===== config.mk =====
export PLATFORM = sky130hd
export DESIGN_NAME = lsu_ctrl
export DESIGN_NICKNAME = d
export VERILOG_FILES = /design/src/rtl/lsu_pkg.sv /design/src/rtl/lsu_align.sv /design/src/rtl/lsu_ctrl.sv
export SDC_FILE = /design/constraint.sdc
export NUM_CORES = 1
export LEC_CHECK = 0
export ABC_AREA = 1
export BUFFER_PORTS_ARGS = -buffer_cell sky130_fd_sc_hd__buf_2
export CAP_MARGIN = 40
export CORE_MARGIN = 2
export CORE_UTILIZATION = 45
export CTS_CLUSTER_SIZE = 40
export DETAILED_ROUTE_END_ITERATION = 6
export PLACE_DENSITY = 0.78
export SKIP_LAST_GASP = 1
export SLEW_MARGIN = 20
export SYNTH_ARGS = -nofsm -noshare
export SYNTH_HDL_FRONTEND = slang
export SYNTH_SLANG_ARGS = --single-unit

===== constraint.sdc =====
create_clock -name clk -period 3.8 [get_ports clk]
set_input_delay 0 -clock clk [delete_from_list [all_inputs] [get_ports clk]]
set_output_delay 0 -clock clk [all_outputs]
set_load 0.01 [all_outputs]

===== src/rtl/lsu_pkg.sv =====
// -----------------------------------------------------------------------------
// lsu_pkg
// Shared definitions for the load/store unit:
//   - funct3 access-size codes (LDST_B/H/W/BU/HU)
//   - FSM state encodings (IDLE, WRITE, DONE)
//   - access-width enum and byte-lane masks
//   - helpers that decode a funct3 size into width and signedness
// Undefined size codes (011, 110, 111) decode as a full word.
// -----------------------------------------------------------------------------
package lsu_pkg;

    localparam logic [2:0] LDST_B  = 3'b000;
    localparam logic [2:0] LDST_H  = 3'b001;
    localparam logic [2:0] LDST_W  = 3'b010;
    localparam logic [2:0] LDST_BU = 3'b100;
    localparam logic [2:0] LDST_HU = 3'b101;

    localparam logic [1:0] ST_IDLE  = 2'd0;
    localparam logic [1:0] ST_WRITE = 2'd1;
    localparam logic [1:0] ST_DONE  = 2'd2;

    typedef enum logic [1:0] {
        WID_BYTE = 2'd0,
        WID_HALF = 2'd1,
        WID_WORD = 2'd2
    } lsu_width_e;

    localparam logic [31:0] LANE_B_MASK = 32'h0000_00FF;
    localparam logic [31:0] LANE_H_MASK = 32'h0000_FFFF;

    function automatic lsu_width_e size_to_width(input logic [2:0] size);
        lsu_width_e w;
        case (size)
            LDST_B, LDST_BU: w = WID_BYTE;
            LDST_H, LDST_HU: w = WID_HALF;
            default:         w = WID_WORD;
        endcase
        return w;
    endfunction

    function automatic logic size_is_unsigned(input logic [2:0] size);
        return (size == LDST_BU) || (size == LDST_HU);
    endfunction

endpackage


===== src/rtl/lsu_align.sv =====
// -----------------------------------------------------------------------------
// lsu_align
// Combinational lane logic for the load/store unit.
//   size_i        funct3 access size
//   off_i         byte offset within the word (already aligned for H/W)
//   mem_word_i    word read from data memory
//   store_data_i  store data from the core (low byte/half used for SB/SH)
//   load_data_o   extracted and sign/zero-extended load result
//   store_word_o  word to write back (store data merged into mem_word_i)
// -----------------------------------------------------------------------------
module lsu_align
    import lsu_pkg::*;
(
    input  logic [2:0]  size_i,
    input  logic [1:0]  off_i,
    input  logic [31:0] mem_word_i,
    input  logic [31:0] store_data_i,
    output logic [31:0] load_data_o,
    output logic [31:0] store_word_o
);

    lsu_width_e  width_s;
    logic        uns_s;
    logic [4:0]  shift_s;
    logic [31:0] shifted_s;

    // Lane extraction / extension for loads and read-modify-write merge for stores
    always_comb begin
        width_s   = size_to_width(size_i);
        uns_s     = size_is_unsigned(size_i);
        shift_s   = {off_i, 3'b000};
        shifted_s = mem_word_i >> shift_s;
        case (width_s)
            WID_BYTE: begin
                if (uns_s) begin
                    load_data_o = {24'h000000, shifted_s[7:0]};
                end else begin
                    load_data_o = {{24{shifted_s[7]}}, shifted_s[7:0]};
                end
                store_word_o = (mem_word_i & ~(LANE_B_MASK << shift_s))
                             | ((store_data_i & LANE_B_MASK) << shift_s);
            end
            WID_HALF: begin
                if (uns_s) begin
                    load_data_o = {16'h0000, shifted_s[15:0]};
                end else begin
                    load_data_o = {{16{shifted_s[15]}}, shifted_s[15:0]};
                end
                store_word_o = (mem_word_i & ~(LANE_H_MASK << shift_s))
                             | ((store_data_i & LANE_H_MASK) << shift_s);
            end
            default: begin
                load_data_o  = mem_word_i;
                store_word_o = store_data_i;
            end
        endcase
    end

endmodule


===== src/rtl/lsu_ctrl.sv =====
// -----------------------------------------------------------------------------
// lsu_ctrl
// Load/store unit between the MEM stage and a word-wide data memory with
// combinational read and synchronous write (no byte enables). Sub-word stores
// are done as read-modify-write. Loads stall one cycle, stores two.
//
// Ports:
//   clk, rst_n         clock, synchronous active-low reset
//   lsu_req_i/we_i     request, 1=store
//   lsu_size_i         funct3 size code
//   lsu_addr_i         byte address
//   lsu_wd_i           store data
//   lsu_rd_o           registered, extended load result
//   lsu_stall_o        hold the MEM stage
//   lsu_misalign_o     misaligned-access pulse (trap build only)
//   mem_we_o/addr_o/wd_o  data memory write enable, word address, write data
//   mem_rd_i           data memory read word
//
// Build option LSU_MISALIGN_TRAP_EN: misaligned H/W accesses are dropped and
// flagged on lsu_misalign_o. Without it, the offending low address bits are
// cleared and the access proceeds.
// -----------------------------------------------------------------------------
module lsu_ctrl
    import lsu_pkg::*;
#(
    parameter int unsigned DMEM_SIZE_BYTES = 1024
)(
    input  logic        clk,
    input  logic        rst_n,
    input  logic        lsu_req_i,
    input  logic        lsu_we_i,
    input  logic [2:0]  lsu_size_i,
    input  logic [31:0] lsu_addr_i,
    input  logic [31:0] lsu_wd_i,
    output logic [31:0] lsu_rd_o,
    output logic        lsu_stall_o,
    output logic        lsu_misalign_o,
    output logic        mem_we_o,
    output logic [31:0] mem_addr_o,
    output logic [31:0] mem_wd_o,
    input  logic [31:0] mem_rd_i
);

    // Word-aligned wrap mask: memory never sees an address above size-4.
    localparam logic [31:0] ADDR_MASK =
        (32'(DMEM_SIZE_BYTES) - 32'd1) & 32'hFFFF_FFFC;

    logic [1:0]  state_q, state_d;
    logic [29:0] addr_q, addr_d;
    logic [31:0] wd_q, wd_d;
    logic [31:0] rd_q, rd_d;

    lsu_width_e  width_s;
    logic        trap_s;
    logic [31:0] addr_fix_s;
    logic [29:0] word_addr_s;
    logic        stall_s;
    logic        mis_s;
    logic [31:0] load_data_s;
    logic [31:0] store_word_s;

`ifdef LSU_MISALIGN_TRAP_EN
    // Detect misaligned halfword/word accesses; the address is used untouched
    always_comb begin
        width_s    = size_to_width(lsu_size_i);
        addr_fix_s = lsu_addr_i;
        if (width_s == WID_HALF) begin
            trap_s = lsu_addr_i[0];
        end else if (width_s == WID_WORD) begin
            trap_s = (lsu_addr_i[1:0] != 2'b00);
        end else begin
            trap_s = 1'b0;
        end
    end
`else
    // Force natural alignment by clearing the offending low address bits
    always_comb begin
        width_s = size_to_width(lsu_size_i);
        trap_s  = 1'b0;
        case (width_s)
            WID_HALF: addr_fix_s = {lsu_addr_i[31:1], 1'b0};
            WID_WORD: addr_fix_s = {lsu_addr_i[31:2], 2'b00};
            default:  addr_fix_s = lsu_addr_i;
        endcase
    end
`endif

    // Memory address: live request address in IDLE, latched store address later
    always_comb begin
        if (state_q == ST_IDLE) begin
            word_addr_s = addr_fix_s[31:2];
        end else begin
            word_addr_s = addr_q;
        end
    end

    assign mem_addr_o = {word_addr_s, 2'b00} & ADDR_MASK;

    lsu_align u_align (
        .size_i       (lsu_size_i),
        .off_i        (addr_fix_s[1:0]),
        .mem_word_i   (mem_rd_i),
        .store_data_i (lsu_wd_i),
        .load_data_o  (load_data_s),
        .store_word_o (store_word_s)
    );

    // FSM next-state and datapath update
    always_comb begin
        state_d = state_q;
        addr_d  = addr_q;
        wd_d    = wd_q;
        rd_d    = rd_q;
        stall_s = 1'b0;
        mis_s   = 1'b0;
        case (state_q)
            ST_IDLE: begin
                if (lsu_req_i) begin
                    if (trap_s) begin
                        mis_s = 1'b1;
                    end else begin
                        stall_s = 1'b1;
                        if (lsu_we_i) begin
                            addr_d  = addr_fix_s[31:2];
                            wd_d    = store_word_s;
                            state_d = ST_WRITE;
                        end else begin
                            rd_d    = load_data_s;
                            state_d = ST_DONE;
                        end
                    end
                end else begin
                    state_d = ST_IDLE;
                end
            end
            ST_WRITE: begin
                stall_s = 1'b1;
                state_d = ST_DONE;
            end
            ST_DONE: begin
                state_d = ST_IDLE;
            end
            default: begin
                state_d = ST_IDLE;
            end
        endcase
    end

    // State registers with synchronous active-low reset
    always_ff @(posedge clk) begin
        if (!rst_n) begin
            state_q <= ST_IDLE;
            addr_q  <= 30'h0;
            wd_q    <= 32'h0;
            rd_q    <= 32'h0;
        end else begin
            state_q <= state_d;
            addr_q  <= addr_d;
            wd_q    <= wd_d;
            rd_q    <= rd_d;
        end
    end

    // Gating with rst_n keeps outputs quiet (and blocks a write) while in reset.
    assign lsu_rd_o       = rd_q;
    assign lsu_stall_o    = stall_s & rst_n;
    assign lsu_misalign_o = mis_s & rst_n;
    assign mem_we_o       = (state_q == ST_WRITE) & rst_n;
    assign mem_wd_o       = wd_q;

endmodule


==> impl_metrics.ini, run 1 <==
[cells_and_area]
final_cell_area_um2 = 6240
drive_gt1_share_pct = 20.1
final_cell_count_no_fill = 1124
area_growth_syn_to_layout_pct = 24.7
fin_nets = 1086
multiInputGateArea_um2 = 2860
fillCellCount = 1076
fin_util_pct = 57.5
antenna_cells = 0
seq_area_um2 = 1480

[pwr]
powerDensity_nw_per_um2 = 340
worst_ir_drop_vdd_v = 0.000155
p_leak_nw = 3.32

[global_route]
grt_pass1_vias = 5365
grt-ovfl-total = 0
grt_pass1_wl_mm = 26.9
track_usage_pct = 29.0
grt_antenna_before_repair = 0
grt_max_degree = 42

[timing]
whs_ns = -0.0130
finalClockSkew_ns = 0.0139
period_share_pct = 82.7
fin_crit_ns = 3.14
worstMarginPinSlew_ns = 0.833
slew_violations = 0
max-slew-margin-rel_pct = 44.1
clock.fmax_ghz = 0.318
finalHoldViolations = 2
setup_tns_ns = 0
setup_viol = 0
rsz0062_at_grt = false

[synthesis]
ys_seq_elements = 74
synth_cell_types = 33
synthCells = 826
netlist_area_um2 = 5000
yosys_warnings = 0
yosysSeqAreaShare_pct = 29.6
avgSynthCellArea_um2 = 6.05

[clocking]
cts.sink_count = 74
numCtsBuffers = 9
htree_levels = 3
clk_pin_slew_ns = 0.09
post_cts_buffers = 0
tritoncts = done
cts_hold_buf = 34
cts_buffer_depth = 2
cts_resized = 0
root_buffer = clkbuf_8
clk_latency_ns = 0.37

[critical_path]
cp.required_ns = 4.06
path_delay_family = buffers and inverters
path_buf_inv = 5
critPathMostFrequentCell = buf_4
critPathMaxStageDelay_ns = 0.76
cp-end-kind = register
worst_ep_arrival_time_ns = 3.40
cp-start-kind = register
criticalPathCategory = register to register
path_max_fanout = 28
path_cells = nor2_1, buf_4, nand3_1, buf_4, clkinv_1, buf_4, o21ai_0, a21oi_1, dlygate4sd3_1
slowest_stage = clkinv_1

[route]
vias = 6038
drc = 0
initialDrtViolationCount = 555
drt_first_pass_iters = 6
drt_wl_total_mm = 17.6
antenna_left = 0
via_per_inst = 5.37
wl_per_cell_um = 15.6

[placement]
gp_congestion = 1.01
dp_cells = 1074
port_buffers = 154
dpl_cell_area_um2 = 5680
place.detailed.hpwl_mm = 12.2

[floorplan]
fp.dieW_um = 109
io_pins = 202
rows = 38
fp.dieH_um = 109
die_area_um2 = 12000
core_area_um2 = 10800
start_util_pct = 46.1

[flow_run]
maxCapViolCount = 0

[status]
violations = hold timing
outcome = finished with violations

[hold_path]
worstHoldPathType = input pin to register
[report_power, final]
group	total, mW	leakage (nW)	switching (mW)	internal [mW]
Clock	0.693	0.109	0.308	0.386
Combinational	0.570	2.60	0.358	0.212
Sequential	0.857	0.608	0.0259	0.831
[through the flow]
step	setup slack [ns]	total power, mW
after detailed placement	1.28	1.40
after CTS	0.763	2.11
after global routing	0.462	2.23
final	0.657	2.12
after global placement	1.33	1.40
after floorplan	2.18	1.23
[routing by layer]
metal / part of all wire, % / track usage (%) / vias up
li1: - / - / 2961
met1: 42 / 38.1 / 2641
met5: 0 / 0 / -
met2: 43 / 44.7 / 359
met4: 5.7 / 15.5 / 0
met3: 10 / 5.93 / 77
[flip-flops by register name, summed over array words and instances, names as in the netlist]
signal,count
state_q,2
mem_wd_o,32
addr_q,8
lsu_rd_o,32
[Yosys cell counts, drive strengths merged]
master,instances,area share (%)
a21o,4,0.60
a21oi,98,9.8
o22ai,16,2.0
buf,51,6.6
o211ai,23,3.6
a31oi,3,0.38
nand2,215,16
o21ai,49,5.1
conb,1,0.075
clkbuf,30,2.3
nand3,77,7.7
a22oi,2,0.30
ha,4,1.0
dfxtp,74,30
nand4,8,1.1
clkinv,1,0.075
inv,82,6.2
and2,1,0.13
or2,1,0.13
nor2,86,7.1
[layout by cell type (no fill, tap or decap)]
cell	instances
nand2_4	1
and2_1	1
nor2_1	82
o211ai_1	22
dlygate4sd3_1	34
a22oi_1	2
a21o_1	4
ha_1	4
clkbuf_8	10
nand3_1	77
clkinv_1	1
bufinv_16	2
nor2_4	2
dfxtp_1	74
a31oi_1	3
nand2_1	213
inv_2	7
o22ai_1	16
buf_4	11
o21ai_2	2
inv_1	75
nand4_1	7
nand2_2	1
buf_2	154
nor2_2	1
nor2_8	1
a21oi_1	98
o211ai_2	1
o21ai_0	36
clkinvlp_4	1
clkinv_2	2
or2_2	1
o21ai_1	11
nand4_2	1
conb_1	25
clkbuf_1	1
[kinds of logic after synthesis]
group	after synthesis	synth area share (%)
flip-flops	74	29.6
AO/OA/AOI/OAI	195	21.7
buffers and inverters	164	15.0
AND/OR/NAND/NOR	388	32.6
other	1	0.0750
adder cells (fa/ha/maj)	4	1.00
[path summary, 6_finish.rpt]
kind                                   start           end  depth (start not counted)  slack, ns
worst max register to register    state_q[1]   mem_wd_o[7]                          9       0.66
worst min-delay path             mem_rd_i[4]   mem_wd_o[4]                          3      -0.01
worst max-delay path              state_q[1]   mem_wd_o[7]                          9       0.66
worst min register to register  lsu_rd_o[10]  lsu_rd_o[10]                          2       0.47
[cell type report]
class	instances	share of cell area, %
Clock inverter	5	1.24
Tap cell	140	2.81
Clock buffer	11	2.27
Sequential cell	74	23.8
Inverter	83	4.99
Timing Repair Buffer	199	19.1
Multi-Input combinational cell	612	45.8
[worst register-to-register path, delay by kind of cell (launching register included)]
family | cells | cell delay (ns)
AOI/OAI and AO/OA | 2 | 0.27
DFF | 1 | 0.33
and+or+nand+nor | 2 | 0.13
buffers and inverters | 5 | 2.33
Power figures use the tool's default switching activity.
==> run 2: changes to the inputs <==
clock period = 3 ns   (was 3.8 ns; I/O delays follow)
==> impl_metrics.ini, run 2 (synthesized netlist as in run 1, its figures left out) <==
[pwr]
p_int_mw = 1.92
pwr-share-comb_pct = 25.9
worst_ir_drop_vdd_v = 0.000237
p_sw_mw = 0.883
power_mw = 2.81
sw_frac_of_total_pct = 31.4
clock_power_share_pct = 35.3
p_leak_nw = 3.36
seqPwrFrac_pct = 38.7
powerDensity_nw_per_um2 = 444

[critical_path]
critPathMaxStageDelay_ns = 0.57
criticalPathCategory = register to register
path_delay_family = buffers and inverters
critPathMostFrequentCell = buf_4
cp-end-kind = register
slowest_stage = dlygate4sd3_1
worst_ep_arrival_time_ns = 2.91
path_cells = nor2_1, buf_4, nand3_1, buf_4, clkinv_1, buf_4, o21ai_0, a21oi_1, dlygate4sd3_1
path_max_fanout = 30
cp-start-kind = register
cp.required_ns = 3.25
path_buf_inv = 5

[placement]
dp_cells = 1077
place.detailed.hpwl_mm = 12.3
gp_congestion = 1.02
port_buffers = 154

[timing]
fin_crit_ns = 2.65
clock.fmax_ghz = 0.377
finalHoldViolations = 0
worstMarginPinSlew_ns = 0.632
slew_violations = 0
period_share_pct = 88.5
setup_tns_ns = 0
finalClockSkew_ns = 0.00929
setup_viol = 0
max-slew-margin-rel_pct = 57.8
rsz0062_at_grt = false

[floorplan]
fp.dieW_um = 109
rows = 38
fp.dieH_um = 109
die_area_um2 = 12000
start_util_pct = 46.1
core_area_um2 = 10800
io_pins = 202

[route]
drt_wl_total_mm = 17.8
initialDrtViolationCount = 528
drt_first_pass_iters = 5
vias = 6025
wl_per_cell_um = 15.8
antenna_left = 0
via_per_inst = 5.33
drc = 0

[cells_and_area]
area_growth_syn_to_layout_pct = 26.5
fillCellCount = 1107
drive_gt1_share_pct = 20.3
mostFrequentLayoutCell = nand2_1
final_cell_count_no_fill = 1130
antenna_cells = 0
mostFrequentLayoutCells = nand2_1 (213), buf_2 (154), a21oi_1 (98)
fin_nets = 1092
multiInputGateArea_um2 = 2860
seq_area_um2 = 1480

[clocking]
cts.sink_count = 74
numCtsBuffers = 9
htree_levels = 3
tritoncts = done
clk_latency_ns = 0.36
clk_pin_slew_ns = 0.08
root_buffer = clkbuf_8
cts_buffer_depth = 2
post_cts_buffers = 0

[global_route]
grt_pass1_vias = 5400
grt_max_degree = 42
track_usage_pct = 29.6
grt_antenna_before_repair = 0
grt-ovfl-total = 0
grt_pass1_wl_mm = 27.4

[flow_run]
maxCapViolCount = 0

[status]
outcome = finished clean

[hold_path]
worstHoldPathType = input pin to register
[run 2: final timing paths]
check / from / to / slack, ns / cells past startpoint
hold / removal: lsu_wd_i[20] / mem_wd_o[20] / 0.008 / 5
hold reg to reg: lsu_rd_o[11] / lsu_rd_o[11] / 0.47 / 2
setup / recovery: state_q[1] / mem_wd_o[3] / 0.35 / 9
setup reg to reg: state_q[1] / mem_wd_o[3] / 0.35 / 9
[run 2: power groups by stage]
stage                     sequential, mW  combinational [mW]  clock [mW]
after floorplan                     1.14               0.418           0
after global placement              1.11               0.665           0
after detailed placement            1.11               0.670           0
after CTS                           1.09               0.714        1.00
after global routing                1.10               0.808        1.04
final                               1.09               0.728       0.992
[run 2: cell type report]
cell class | count | share of cell area (%)
Timing Repair Buffer | 205 | 19.7
Sequential cell | 74 | 23.4
Inverter | 83 | 4.93
Clock inverter | 4 | 1.54
Tap cell | 140 | 2.77
Clock buffer | 12 | 2.45
Multi-Input combinational cell | 612 | 45.2
[run 2: what timing repair did]
| action | 4_1_cts | 5_1_grt |
|---|---|---|
| hold endpoints to repair | 30 | 0 |
| setup endpoints to repair | 0 | 0 |
| hold buffers | 37 | 0 |
| gates resized for setup | 0 | 0 |
[run 2: per-layer routing]
metal	track usage [%]	vias to the layer above	share of wire (%)
met5	0	-	0
met4	14.3	0	4.6
met3	5.39	56	9.0
met2	46.8	294	45
met1	38.7	2700	42
li1	-	2975	-
[run 2: stage by stage]
step / hold WS, ns / utilization (%) / setup WS [ns] / cell area, µm²
2_1_floorplan: 0.123 / - / 1.38 / 5090
3_3_place_gp: 0.270 / 52.6 / 0.788 / 5700
3_5_place_dp: 0.273 / 52.6 / 0.780 / 5700
4_1_cts: 0.000497 / 58.3 / 0.438 / 6320
5_1_grt: 0.0219 / 58.3 / 0.171 / 6320
6_report: 0.00836 / 58.3 / 0.345 / 6320
[run 2: worst min-delay path: cells and delay by family]
kind	cells	cell delay [ns]
compound gates	2	0.16
buf+inv	1	0.07
simple gates	2	0.10
==> run 3: changes to the inputs <==
CORE_ASPECT_RATIO = 0.9   (was not set)
CORE_UTILIZATION = 49   (was 45)
PLACE_DENSITY = 0.84   (was 0.78)
==> impl_metrics.ini, run 3 (synthesized netlist as in run 1, its figures left out) <==
[status]
outcome = finished clean

[clocking]
clk_pin_slew_ns = 0.06
clk_latency_ns = 0.34
htree_levels = 3
tritoncts = done
root_buffer = clkbuf_16
cts.sink_count = 74
post_cts_buffers = 0
numCtsBuffers = 9
cts_buffer_depth = 2

[hold_path]
worstHoldPathType = input pin to register
min_path_cells = 5
hold-path-endpoint = mem_wd_o[30]
worstHoldStart = lsu_wd_i[30]

[pwr]
sw_frac_of_total_pct = 30.3
seqPwrFrac_pct = 36.4
p_int_mw = 2.08
p_leak_nw = 3.33
clock_power_share_pct = 39.8
p_sw_mw = 0.908
pwr-share-comb_pct = 23.7
powerDensity_nw_per_um2 = 478
power_mw = 2.99
worst_ir_drop_vdd_v = 0.000383

[route]
vias = 6015
drc = 0
via_per_inst = 5.46
drt_first_pass_iters = 7
wl_per_cell_um = 15.7
initialDrtViolationCount = 655
drt_wl_total_mm = 17.3
antenna_left = 0

[timing]
worstMarginPinSlew_ns = 0.617
whs_ns = 0.00326
clock.fmax_ghz = 0.374
slew_violations = 0
max-slew-margin-rel_pct = 58.8
setup_tns_ns = 0
rsz0062_at_grt = false
finalClockSkew_ns = 0.00754
fin_crit_ns = 2.68
period_share_pct = 89.2
setup_viol = 0
finalHoldViolations = 0

[cells_and_area]
drive_gt1_share_pct = 20.5
fillCellCount = 950
area_growth_syn_to_layout_pct = 25.1
antenna_cells = 0
fin_nets = 1079
mostFrequentLayoutCells = nand2_1 (213), buf_2 (154), a21oi_1 (98)
fin_util_pct = 63.9
final_cell_area_um2 = 6250
multiInputGateArea_um2 = 2860
mostFrequentLayoutCell = nand2_1
seq_area_um2 = 1480

[critical_path]
cp-end-kind = register
cp.required_ns = 3.23
reg2reg_slack_ns = 0.32
criticalPathCategory = register to register
r2r_start = state_q[1]
path_max_fanout = 28
worstRegToRegCells = 9
rr_endpoint = mem_wd_o[5]
cp-start-kind = register
worst_ep_arrival_time_ns = 2.91

[flow_run]
maxCapViolCount = 0

[floorplan]
io_pins = 202
fp.dieW_um = 110
rows = 34
start_util_pct = 51.1
die_area_um2 = 11000
fp.dieH_um = 99.8
core_area_um2 = 9780

[global_route]
grt_max_degree = 42
grt-ovfl-total = 0
grt_pass1_vias = 5332
track_usage_pct = 30.2
grt_pass1_wl_mm = 27.0
grt_antenna_before_repair = 0

[placement]
port_buffers = 154
dpl_cell_area_um2 = 5680
place.detailed.hpwl_mm = 12.1
gp_congestion = 0.959
-- run 3: cell types whose count changed in the layout (fill, tap and decap cells not counted) --
| cell | previous run | this run |
|---|---|---|
| clkbuf_1 | 1 | 0 |
| dlygate4sd3_1 | 37 | 25 |
| buf_4 | 14 | 13 |
| clkbuf_16 | 0 | 9 |
| bufinv_16 | 3 | 2 |
| clkinvlp_4 | 1 | 2 |
| clkbuf_8 | 11 | 2 |
-- run 3: cell type report --
class,instances,area share [%]
inverters,83,4.98
flip-flops and latches,74,23.7
well taps,126,2.52
clock inverters,4,1.20
clock buffers,11,4.04
repair buffers,192,17.9
multi-input cells,612,45.7
-- run 3: routing by layer --
metal	wire, µm	track usage, %	up-vias
li1	-	-	2941
met1	7450	41.6	2652
met2	7550	47.8	365
met3	1630	4.59	57
met4	643	12.7	0
met5	0	0	-
-- run 3: power groups by stage --
stage | Clock (mW) | Sequential [mW] | Combinational (mW)
6_report | 1.19 | 1.09 | 0.710
5_1_grt | 1.24 | 1.10 | 0.784
3_3_place_gp | 0 | 1.11 | 0.659
3_5_place_dp | 0 | 1.11 | 0.665
2_1_floorplan | 0 | 1.14 | 0.418
4_1_cts | 1.20 | 1.09 | 0.696
-- run 3: how the worst max path moves through the flow --
stage,slack (ns),end,cells after the start,startpoint
after floorplan,1.38,mem_wd_o[21],11,lsu_addr_i[1]
after global placement,0.83,mem_wd_o[12],10,state_q[1]
after detailed placement,0.82,mem_wd_o[23],9,lsu_size_i[1]
after CTS,0.37,mem_wd_o[3],9,state_q[1]
after global routing,0.11,mem_wd_o[5],9,state_q[0]
final,0.32,mem_wd_o[5],9,state_q[1]
-- run 3: critical path, cell delays in order, from the launching register on --
cell	delay, ns
dfxtp_1	0.32
nor2_1	0.05
buf_4	0.17
nand3_1	0.08
buf_4	0.31
clkinv_1	0.49
buf_4	0.36
o21ai_0	0.18
a21oi_1	0.06
dlygate4sd3_1	0.55
-- run 3: stage by stage --
stage	worst slack, ns	cells
after floorplan	1.38	850
after global placement	0.828	1062
after detailed placement	0.819	1062
after CTS	0.367	1102
after global routing	0.105	1102
final	0.324	1102
-- run 3: timing repair --
item / CTS / global route
hold endpoints to repair: 23 / 0
hold buffers: 25 / 0
endpoints found under the setup margin: 0 / 0
gates resized for setup: 0 / 0
